===== config.mk =====
export PLATFORM = sky130hd
export DESIGN_NAME = spiker_writer_flat
export DESIGN_NICKNAME = d
export VERILOG_FILES = /design/src/rtl/spiker_adapter_pkg.sv /design/src/rtl/spiker_writer_if.sv /design/src/rtl/spiker_spike_counter.sv /design/src/rtl/spiker_writer.sv /design/src/flat_wrapper.sv
export SDC_FILE = /design/constraint.sdc
export NUM_CORES = 1
export LEC_CHECK = 0
export ABC_AREA = 1
export BUFFER_PORTS_ARGS = -buffer_cell sky130_fd_sc_hd__buf_2
export CORE_UTILIZATION = 55
export DETAILED_ROUTE_END_ITERATION = 16
export HOLD_SLACK_MARGIN = 0.15
export PLACE_DENSITY = 0.86
export SLEW_MARGIN = 40
export SYNTH_ARGS = -nofsm -noshare
export SYNTH_HDL_FRONTEND = slang
export SYNTH_SLANG_ARGS = --single-unit

===== constraint.sdc =====
create_clock -name clk_i -period 6.7 [get_ports clk_i]
set_input_delay 0.67 -clock clk_i [delete_from_list [all_inputs] [get_ports clk_i]]
set_output_delay 0.67 -clock clk_i [all_outputs]
set_load 0.1 [all_outputs]

===== src/rtl/spiker_adapter_pkg.sv =====
// Shared types and sizing helpers for the spiker adapter return path.
package spiker_adapter_pkg;

  typedef enum logic [2:0] {
    IDLE,
    ACCUM,
    ARGMAX,
    WRITE,
    DONE
  } writer_state_t;

  // Number of register-file words needed to hold all packed spike counts.
  function automatic int unsigned n_res_reg(input int unsigned n_out,
                                            input int unsigned cnt_width,
                                            input int unsigned width);
    return (n_out * cnt_width + width - 1) / width;
  endfunction

endpackage


===== src/rtl/spiker_writer_if.sv =====
// Output-spike beat stream from the spiker core into the result writer.
interface spiker_writer_if #(
  parameter int unsigned N_OUT = 10
) ();

  logic             spikes_valid;
  logic [N_OUT-1:0] spikes;
  logic             spikes_ready;

  modport master (output spikes_valid, output spikes, input spikes_ready);
  modport slave  (input spikes_valid, input spikes, output spikes_ready);

endinterface


===== src/rtl/spiker_spike_counter.sv =====
// Bank of per-neuron saturating spike counters with clear and increment enable.
module spiker_spike_counter #(
  parameter int unsigned N_OUT     = 10,
  parameter int unsigned CNT_WIDTH = 8
) (
  input  logic                       clk_i,
  input  logic                       rst_i,
  input  logic                       clr_i,
  input  logic                       inc_i,
  input  logic [N_OUT-1:0]           spikes_i,
  output logic [N_OUT*CNT_WIDTH-1:0] cnt_o
);

  localparam logic [CNT_WIDTH-1:0] CNT_MAX = '1;

  logic [N_OUT-1:0][CNT_WIDTH-1:0] cnt_q;
  logic [N_OUT-1:0][CNT_WIDTH-1:0] cnt_d;

  // Next count: clear wins over increment; each neuron sticks at its maximum.
  always_comb begin
    cnt_d = cnt_q;
    if (clr_i) begin
      cnt_d = '0;
    end else if (inc_i) begin
      for (int unsigned i = 0; i < N_OUT; i++) begin
        if (spikes_i[i] && (cnt_q[i] != CNT_MAX)) begin
          cnt_d[i] = cnt_q[i] + 1'b1;
        end
      end
    end
  end

  // Counter state register.
  always_ff @(posedge clk_i) begin
    if (rst_i) begin
      cnt_q <= '0;
    end else begin
      cnt_q <= cnt_d;
    end
  end

  assign cnt_o = cnt_q;

endmodule


===== src/rtl/spiker_writer.sv =====
// Spiker adapter return path: accumulates output spikes over one inference,
// picks the winning class by sequential argmax and writes results to hw2reg.
module spiker_writer
  import spiker_adapter_pkg::*;
#(
  parameter  int unsigned WIDTH     = 32,
  parameter  int unsigned N_OUT     = 10,
  parameter  int unsigned CNT_WIDTH = 8,
  parameter  int unsigned N_STEPS   = 25,
  localparam int unsigned N_RES_REG = n_res_reg(N_OUT, CNT_WIDTH, WIDTH)
) (
  input  logic                       clk_i,
  input  logic                       rst_i,
  input  logic                       start_i,
  input  logic                       clear_i,
  spiker_writer_if.slave             spk_if,
  output logic [N_RES_REG*WIDTH-1:0] res_data_o,
  output logic [N_RES_REG-1:0]       res_we_o,
  output logic [$clog2(N_OUT)-1:0]   class_o,
  output logic                       class_we_o,
  output logic                       busy_o,
  output logic                       done_o,
  output logic                       irq_o,
  output logic                       err_o
);

  localparam int unsigned IDX_W  = $clog2(N_OUT);
  localparam int unsigned STEP_W = $clog2(N_STEPS);
  localparam logic [N_RES_REG-1:0] WE_FIRST = N_RES_REG'(1);

  writer_state_t                     state_q;
  logic [STEP_W-1:0]                 step_q;
  logic [IDX_W-1:0]                  idx_q;
  logic [IDX_W-1:0]                  best_q;
  logic [N_RES_REG*WIDTH-1:0]        res_data_q;
  logic [N_RES_REG-1:0]              res_we_q;
  logic [IDX_W-1:0]                  class_q;
  logic                              class_we_q;
  logic                              done_q;
  logic                              irq_q;
  logic                              err_q;

  logic [N_OUT*CNT_WIDTH-1:0]        cnt_vec;
  logic [N_OUT-1:0][CNT_WIDTH-1:0]   cnt_arr;
  logic [CNT_WIDTH-1:0]              cur_cnt;
  logic [CNT_WIDTH-1:0]              best_cnt;
  logic [IDX_W-1:0]                  idx_win;
  logic [N_RES_REG-1:0]              we_shift;
  logic                              busy;
  logic                              accept;
  logic                              start_ok;

  assign busy     = (state_q == ACCUM) || (state_q == ARGMAX) || (state_q == WRITE);
  assign accept   = (state_q == ACCUM) && spk_if.spikes_valid;
  assign start_ok = start_i && ((state_q == IDLE) || (state_q == DONE));

  spiker_spike_counter #(
    .N_OUT     (N_OUT),
    .CNT_WIDTH (CNT_WIDTH)
  ) u_counter (
    .clk_i    (clk_i),
    .rst_i    (rst_i),
    .clr_i    (start_ok),
    .inc_i    (accept),
    .spikes_i (spk_if.spikes),
    .cnt_o    (cnt_vec)
  );

  assign cnt_arr = cnt_vec;

  // Select the counts under scan and the current best without variable part-selects.
  always_comb begin
    cur_cnt  = '0;
    best_cnt = '0;
    for (int unsigned i = 0; i < N_OUT; i++) begin
      if (idx_q == IDX_W'(i)) cur_cnt = cnt_arr[i];
      if (best_q == IDX_W'(i)) best_cnt = cnt_arr[i];
    end
  end

  // Strictly-greater replacement keeps the lowest index on ties.
  assign idx_win  = (cur_cnt > best_cnt) ? idx_q : best_q;
  assign we_shift = res_we_q << 1;

  // Control FSM with argmax scan and write sequencer; all outputs registered.
  // The write strobe is a one-hot walker: WRITE ends when it leaves the top bit,
  // and the class strobe fires alongside the last register strobe.
  always_ff @(posedge clk_i) begin
    if (rst_i) begin
      state_q    <= IDLE;
      step_q     <= '0;
      idx_q      <= '0;
      best_q     <= '0;
      res_data_q <= '0;
      res_we_q   <= '0;
      class_q    <= '0;
      class_we_q <= 1'b0;
      done_q     <= 1'b0;
      irq_q      <= 1'b0;
      err_q      <= 1'b0;
    end else begin
      irq_q <= 1'b0;
      if (clear_i) begin
        err_q <= 1'b0;
      end else if (start_i && busy) begin
        err_q <= 1'b1;
      end

      case (state_q)
        IDLE: begin
          if (start_i) begin
            state_q <= ACCUM;
            step_q  <= '0;
          end
        end
        ACCUM: begin
          if (spk_if.spikes_valid) begin
            if (step_q == STEP_W'(N_STEPS - 1)) begin
              state_q <= ARGMAX;
              step_q  <= '0;
              idx_q   <= '0;
              best_q  <= '0;
            end else begin
              step_q <= step_q + 1'b1;
            end
          end
        end
        ARGMAX: begin
          best_q <= idx_win;
          if (idx_q == IDX_W'(N_OUT - 1)) begin
            state_q    <= WRITE;
            res_data_q <= (N_RES_REG*WIDTH)'(cnt_vec);
            res_we_q   <= WE_FIRST;
            class_q    <= idx_win;
            class_we_q <= WE_FIRST[N_RES_REG-1];
          end else begin
            idx_q <= idx_q + 1'b1;
          end
        end
        WRITE: begin
          res_we_q   <= we_shift;
          class_we_q <= we_shift[N_RES_REG-1];
          if (res_we_q[N_RES_REG-1]) begin
            state_q <= DONE;
            done_q  <= 1'b1;
            irq_q   <= 1'b1;
          end
        end
        DONE: begin
          if (start_i) begin
            state_q <= ACCUM;
            step_q  <= '0;
            done_q  <= 1'b0;
          end else if (clear_i) begin
            state_q <= IDLE;
            done_q  <= 1'b0;
          end
        end
        default: state_q <= IDLE;
      endcase
    end
  end

  assign spk_if.spikes_ready = (state_q == ACCUM);
  assign res_data_o          = res_data_q;
  assign res_we_o            = res_we_q;
  assign class_o             = class_q;
  assign class_we_o          = class_we_q;
  assign busy_o              = busy;
  assign done_o              = done_q;
  assign irq_o               = irq_q;
  assign err_o               = err_q;

endmodule


===== src/flat_wrapper.sv =====
// flat-port wrapper written by rule: the top's interface ports become plain ports
module spiker_writer_flat import spiker_adapter_pkg::*;
#(
  parameter  int unsigned WIDTH     = 32,
  parameter  int unsigned N_OUT     = 10,
  parameter  int unsigned CNT_WIDTH = 8,
  parameter  int unsigned N_STEPS   = 25,
  localparam int unsigned N_RES_REG = n_res_reg(N_OUT, CNT_WIDTH, WIDTH)
)
  (clk_i, rst_i, start_i, clear_i, res_data_o, res_we_o, class_o, class_we_o, busy_o, done_o, irq_o, err_o, spk_if_spikes_valid, spk_if_spikes, spk_if_spikes_ready);
  spiker_writer_if #(.N_OUT(N_OUT)) spk_if_i ();
  input  logic clk_i;
  input  logic rst_i;
  input  logic start_i;
  input  logic clear_i;
  output logic [N_RES_REG*WIDTH-1:0] res_data_o;
  output logic [N_RES_REG-1:0] res_we_o;
  output logic [$clog2(N_OUT)-1:0] class_o;
  output logic class_we_o;
  output logic busy_o;
  output logic done_o;
  output logic irq_o;
  output logic err_o;
  input wire logic [$bits(spk_if_i.spikes_valid)-1:0] spk_if_spikes_valid;
  input wire logic [$bits(spk_if_i.spikes)-1:0] spk_if_spikes;
  output wire logic [$bits(spk_if_i.spikes_ready)-1:0] spk_if_spikes_ready;
  assign spk_if_i.spikes_valid = spk_if_spikes_valid;
  assign spk_if_i.spikes = spk_if_spikes;
  assign spk_if_spikes_ready = spk_if_i.spikes_ready;
  spiker_writer #(.WIDTH(WIDTH), .N_OUT(N_OUT), .CNT_WIDTH(CNT_WIDTH), .N_STEPS(N_STEPS)) u_core (.clk_i(clk_i), .rst_i(rst_i), .start_i(start_i), .clear_i(clear_i), .spk_if(spk_if_i), .res_data_o(res_data_o), .res_we_o(res_we_o), .class_o(class_o), .class_we_o(class_we_o), .busy_o(busy_o), .done_o(done_o), .irq_o(irq_o), .err_o(err_o));
endmodule

==> metrics <==
residual DRC count 0; area of the die 17500 µm²; Reg2Reg Setup Slack 3190 ps; count of instances resized after the clock tree is built 0; global routing usage summed across all routing layers 28.8%; # IOs 124; Syn Std Cell Area 9360 µm²; result of the run finished clean; total power consumption of the routed design 2.77 mW; H-tree levels 4; routed length per placed instance 15.1 µm; Die Ht 132 µm; number of inserted diodes 0; Seq cells post-synth 186; power density over the cells 262 nW/µm²; FFs w/ async S/R, synth 0%; effective utilization at floorplan 56.4%; Reg clk slew, reported paths 70 ps; number of buffers added by the clock tree synthesis step 17; count of mapped cells out of synthesis 1348; placement-stage cell area 9970 µm²; Critical Path End Type register; final HPWL from detailed placement 18300 µm; RSZ-0062 raised after global routing false; clock latency at the later pin of the worst-skew pair 440 ps; Layout area overhead 13.1%; syn avg cell area 6.94 µm²; slowest cell on the critical path sky130_fd_sc_hd__dfxtp_1; post-layout worst setup margin 3190 ps; CP Class register to register; FF-to-FF Start u_core.idx_q[1]$_SDFFE_PP0P_; gr ovfl total 0; Most common cell on crit path sky130_fd_sc_hd__nand2_1; Non-Filler Cell Area, Final 10600 µm²; dpl ws 3300 ps; gate family responsible for the most delay along the worst path simple AND/OR/NAND/NOR gates; top post-synthesis cells by count 257 x sky130_fd_sc_hd__nand2_1, 188 x sky130_fd_sc_hd__a21oi_1, 186 x sky130_fd_sc_hd__dfxtp_1; arrival time of the worst setup path 3900 ps; net total in the final layout 1475; source of the worst hold timing path clear_i; transition time of the tightest slew-check pin 694 ps; post-DR vias/cell 5.63; final number of hold-violating endpoints 0; shortest clock period the worst path allows after layout 3510 ps; Vias 9393; CTS tree yes; Worst Hold Endpoint u_core.err_o$_SDFFE_PP0P_; max-slew violation count 0; delay of the slowest critical-path stage 400 ps; Yosys top cell by area sky130_fd_sc_hd__dfxtp_1; Inst Count DP 1637; Min-Delay Path Class input pin to register; Max-cap violations 0; cts hold-fix bufs 0; fin cells 1669; CP Max Fanout 13; ys flop type sky130_fd_sc_hd__dfxtp_1; post-route worst hold slack 403 ps; setup_tns 0 ps; Min-Delay Path Depth 2; combined buffer and inverter count along the critical path 5; fraction of final layout cells sized beyond drive strength 1 12.1%; Max Root-Sink Buffers 2; path depth of the worst reg2reg path 24; Leak 4.51 nW; timing-limited maximum frequency 285 MHz; number of sinks driven by the clock tree 186; destination of the worst register-to-register timing path u_core.class_o[2]$_SDFFE_PP0P_; critical-path cell list inv_1 -> ha_1 -> inv_1 -> nor2_1 -> inv_1 -> o21ai_0 -> inv_1 -> nand3_1 -> nand2_1 -> nand2_1 -> nand2_1 -> nand2_1 -> nand2_1 -> nand2_1 -> ha_1 -> nand2_1 -> nor2_1 -> nand2_1 -> o211ai_1 -> nand2_1 -> nand2_1 -> nand2_1 -> a21o_1 -> inv_1; final worst path period share 52.4%; pin count of the biggest net entering global routing 85; placement row count 47; Port Buf Inserts 107; Final setup violation count 0; fraction of post-synthesis cell area in the top cell type by area 39.8%; buffer count from post-CTS setup fixing 0; gpl congestion 0.937; dominant cell by count in the synthesized netlist sky130_fd_sc_hd__nand2_1; synthesis warning total 0; number of distinct standard cells referenced by the synthesized netlist 41; top area cells in the synthesized netlist sky130_fd_sc_hd__dfxtp_1 40%, sky130_fd_sc_hd__nand2_1 10%, sky130_fd_sc_hd__a21oi_1 10%; cell at the root of the clock tree sky130_fd_sc_hd__clkbuf_16; Routed Antenna Nets 0; launching element of the worst setup path u_core.idx_q[1]$_SDFFE_PP0P_; count of flip-flops with a built-in enable after synthesis 0; first-pass iteration count of the detailed router 6; standard cell core area 16600 µm²; normalized max-slew margin 53.7%; total routed wirelength 25100 µm; VDD IR max 0.336 mV; initial drt markers 933; required time of the critical path 7090 ps; initial antenna violation count 0; register area share after synthesis 39.8%; horizontal die dimension 132 µm; Core Util, Final 63.8%; via count of the first global-routing pass 8494; critical path startpoint category register; first-pass GRT wire length 40900 µm; final clock skew 13.0 ps
-- flip-flops by register name (all words and copies together) (netlist names) --
signal / flops
u_core.res_data_o: 80
u_core.u_counter.cnt_o: 80
u_core.step_q: 5
u_core.best_q: 4
u_core.class_o: 4
u_core.idx_q: 4
u_core.res_we_o: 3
u_core.state_q: 3
u_core.done_o: 1
u_core.err_o: 1
u_core.irq_o: 1
-- cells by family after synthesis --
logic type	after synthesis	synth area share [%]
other	1	0.0401
XOR/XNOR	3	0.281
flip-flops	186	39.8
buffers and inverters	252	11.5
adder cells (fa/ha/maj)	24	3.21
AND/OR/NAND/NOR	506	24.4
AO/OA/AOI/OAI	376	20.8
-- worst register-to-register path: stages, from the launching register on --
cell                       delay [ps]
sky130_fd_sc_hd__dfxtp_1          400
sky130_fd_sc_hd__inv_1            120
sky130_fd_sc_hd__ha_1             270
sky130_fd_sc_hd__inv_1            250
sky130_fd_sc_hd__nor2_1           150
sky130_fd_sc_hd__inv_1            280
sky130_fd_sc_hd__o21ai_0          140
sky130_fd_sc_hd__inv_1             70
sky130_fd_sc_hd__nand3_1           90
sky130_fd_sc_hd__nand2_1           80
sky130_fd_sc_hd__nand2_1           50
sky130_fd_sc_hd__nand2_1           50
sky130_fd_sc_hd__nand2_1           60
sky130_fd_sc_hd__nand2_1           60
sky130_fd_sc_hd__nand2_1           60
sky130_fd_sc_hd__ha_1             300
sky130_fd_sc_hd__nand2_1           70
sky130_fd_sc_hd__nor2_1           140
sky130_fd_sc_hd__nand2_1           70
sky130_fd_sc_hd__o211ai_1         180
sky130_fd_sc_hd__nand2_1          190
sky130_fd_sc_hd__nand2_1          120
sky130_fd_sc_hd__nand2_1           60
sky130_fd_sc_hd__a21o_1           150
sky130_fd_sc_hd__inv_1             40
-- worst max path at each step --
stage	to	slack, ps	cells after the start
after global placement	u_core.res_data_o[25]$_SDFFE_PP0P_	3410	9
after detailed placement	u_core.class_o[0]$_SDFFE_PP0P_	3300	24
after global routing	u_core.class_o[2]$_SDFFE_PP0P_	2840	24
final	u_core.class_o[2]$_SDFFE_PP0P_	3190	24
after floorplan	u_core.class_o[0]$_SDFFE_PP0P_	3920	23
after CTS	u_core.class_o[2]$_SDFFE_PP0P_	3270	24
-- where the power goes --
part           leakage (nW)  total (mW)  switching [mW]  internal, mW
logic                  2.70       0.560           0.431         0.129
clock network         0.306        1.05           0.453         0.596
registers              1.50        1.16          0.0306          1.13
-- cell usage in the layout, fill, tap and decap left out, drive strengths merged, types with 21 or more instances in the layout --
cell type and count:
nor3 48, o21ai 161, clkbuf 21, buf 114, nand2 259, nand4 23, ha 24, inv 193
dfxtp 186, a21oi 188, nand3 85, nor2 81
-- final cells by class --
class	count	area, µm²
fillers	1522	6000
multi-input cells	925	4630
flip-flops and latches	186	3720
inverters	192	726
repair buffers	114	616
clock buffers	21	480
well taps	220	275
clock inverters	11	134
-- routing by layer --
| metal | track usage (%) | wire, µm | vias to the layer above |
|---|---|---|---|
| li1 | - | - | 4618 |
| met4 | 10.2 | 570 | 0 |
| met2 | 47.6 | 11800 | 425 |
| met3 | 5.06 | 1780 | 54 |
| met1 | 37.7 | 11000 | 4296 |
| met5 | 0 | 0 | - |
Note: power is estimated with default switching activity, not from simulation.
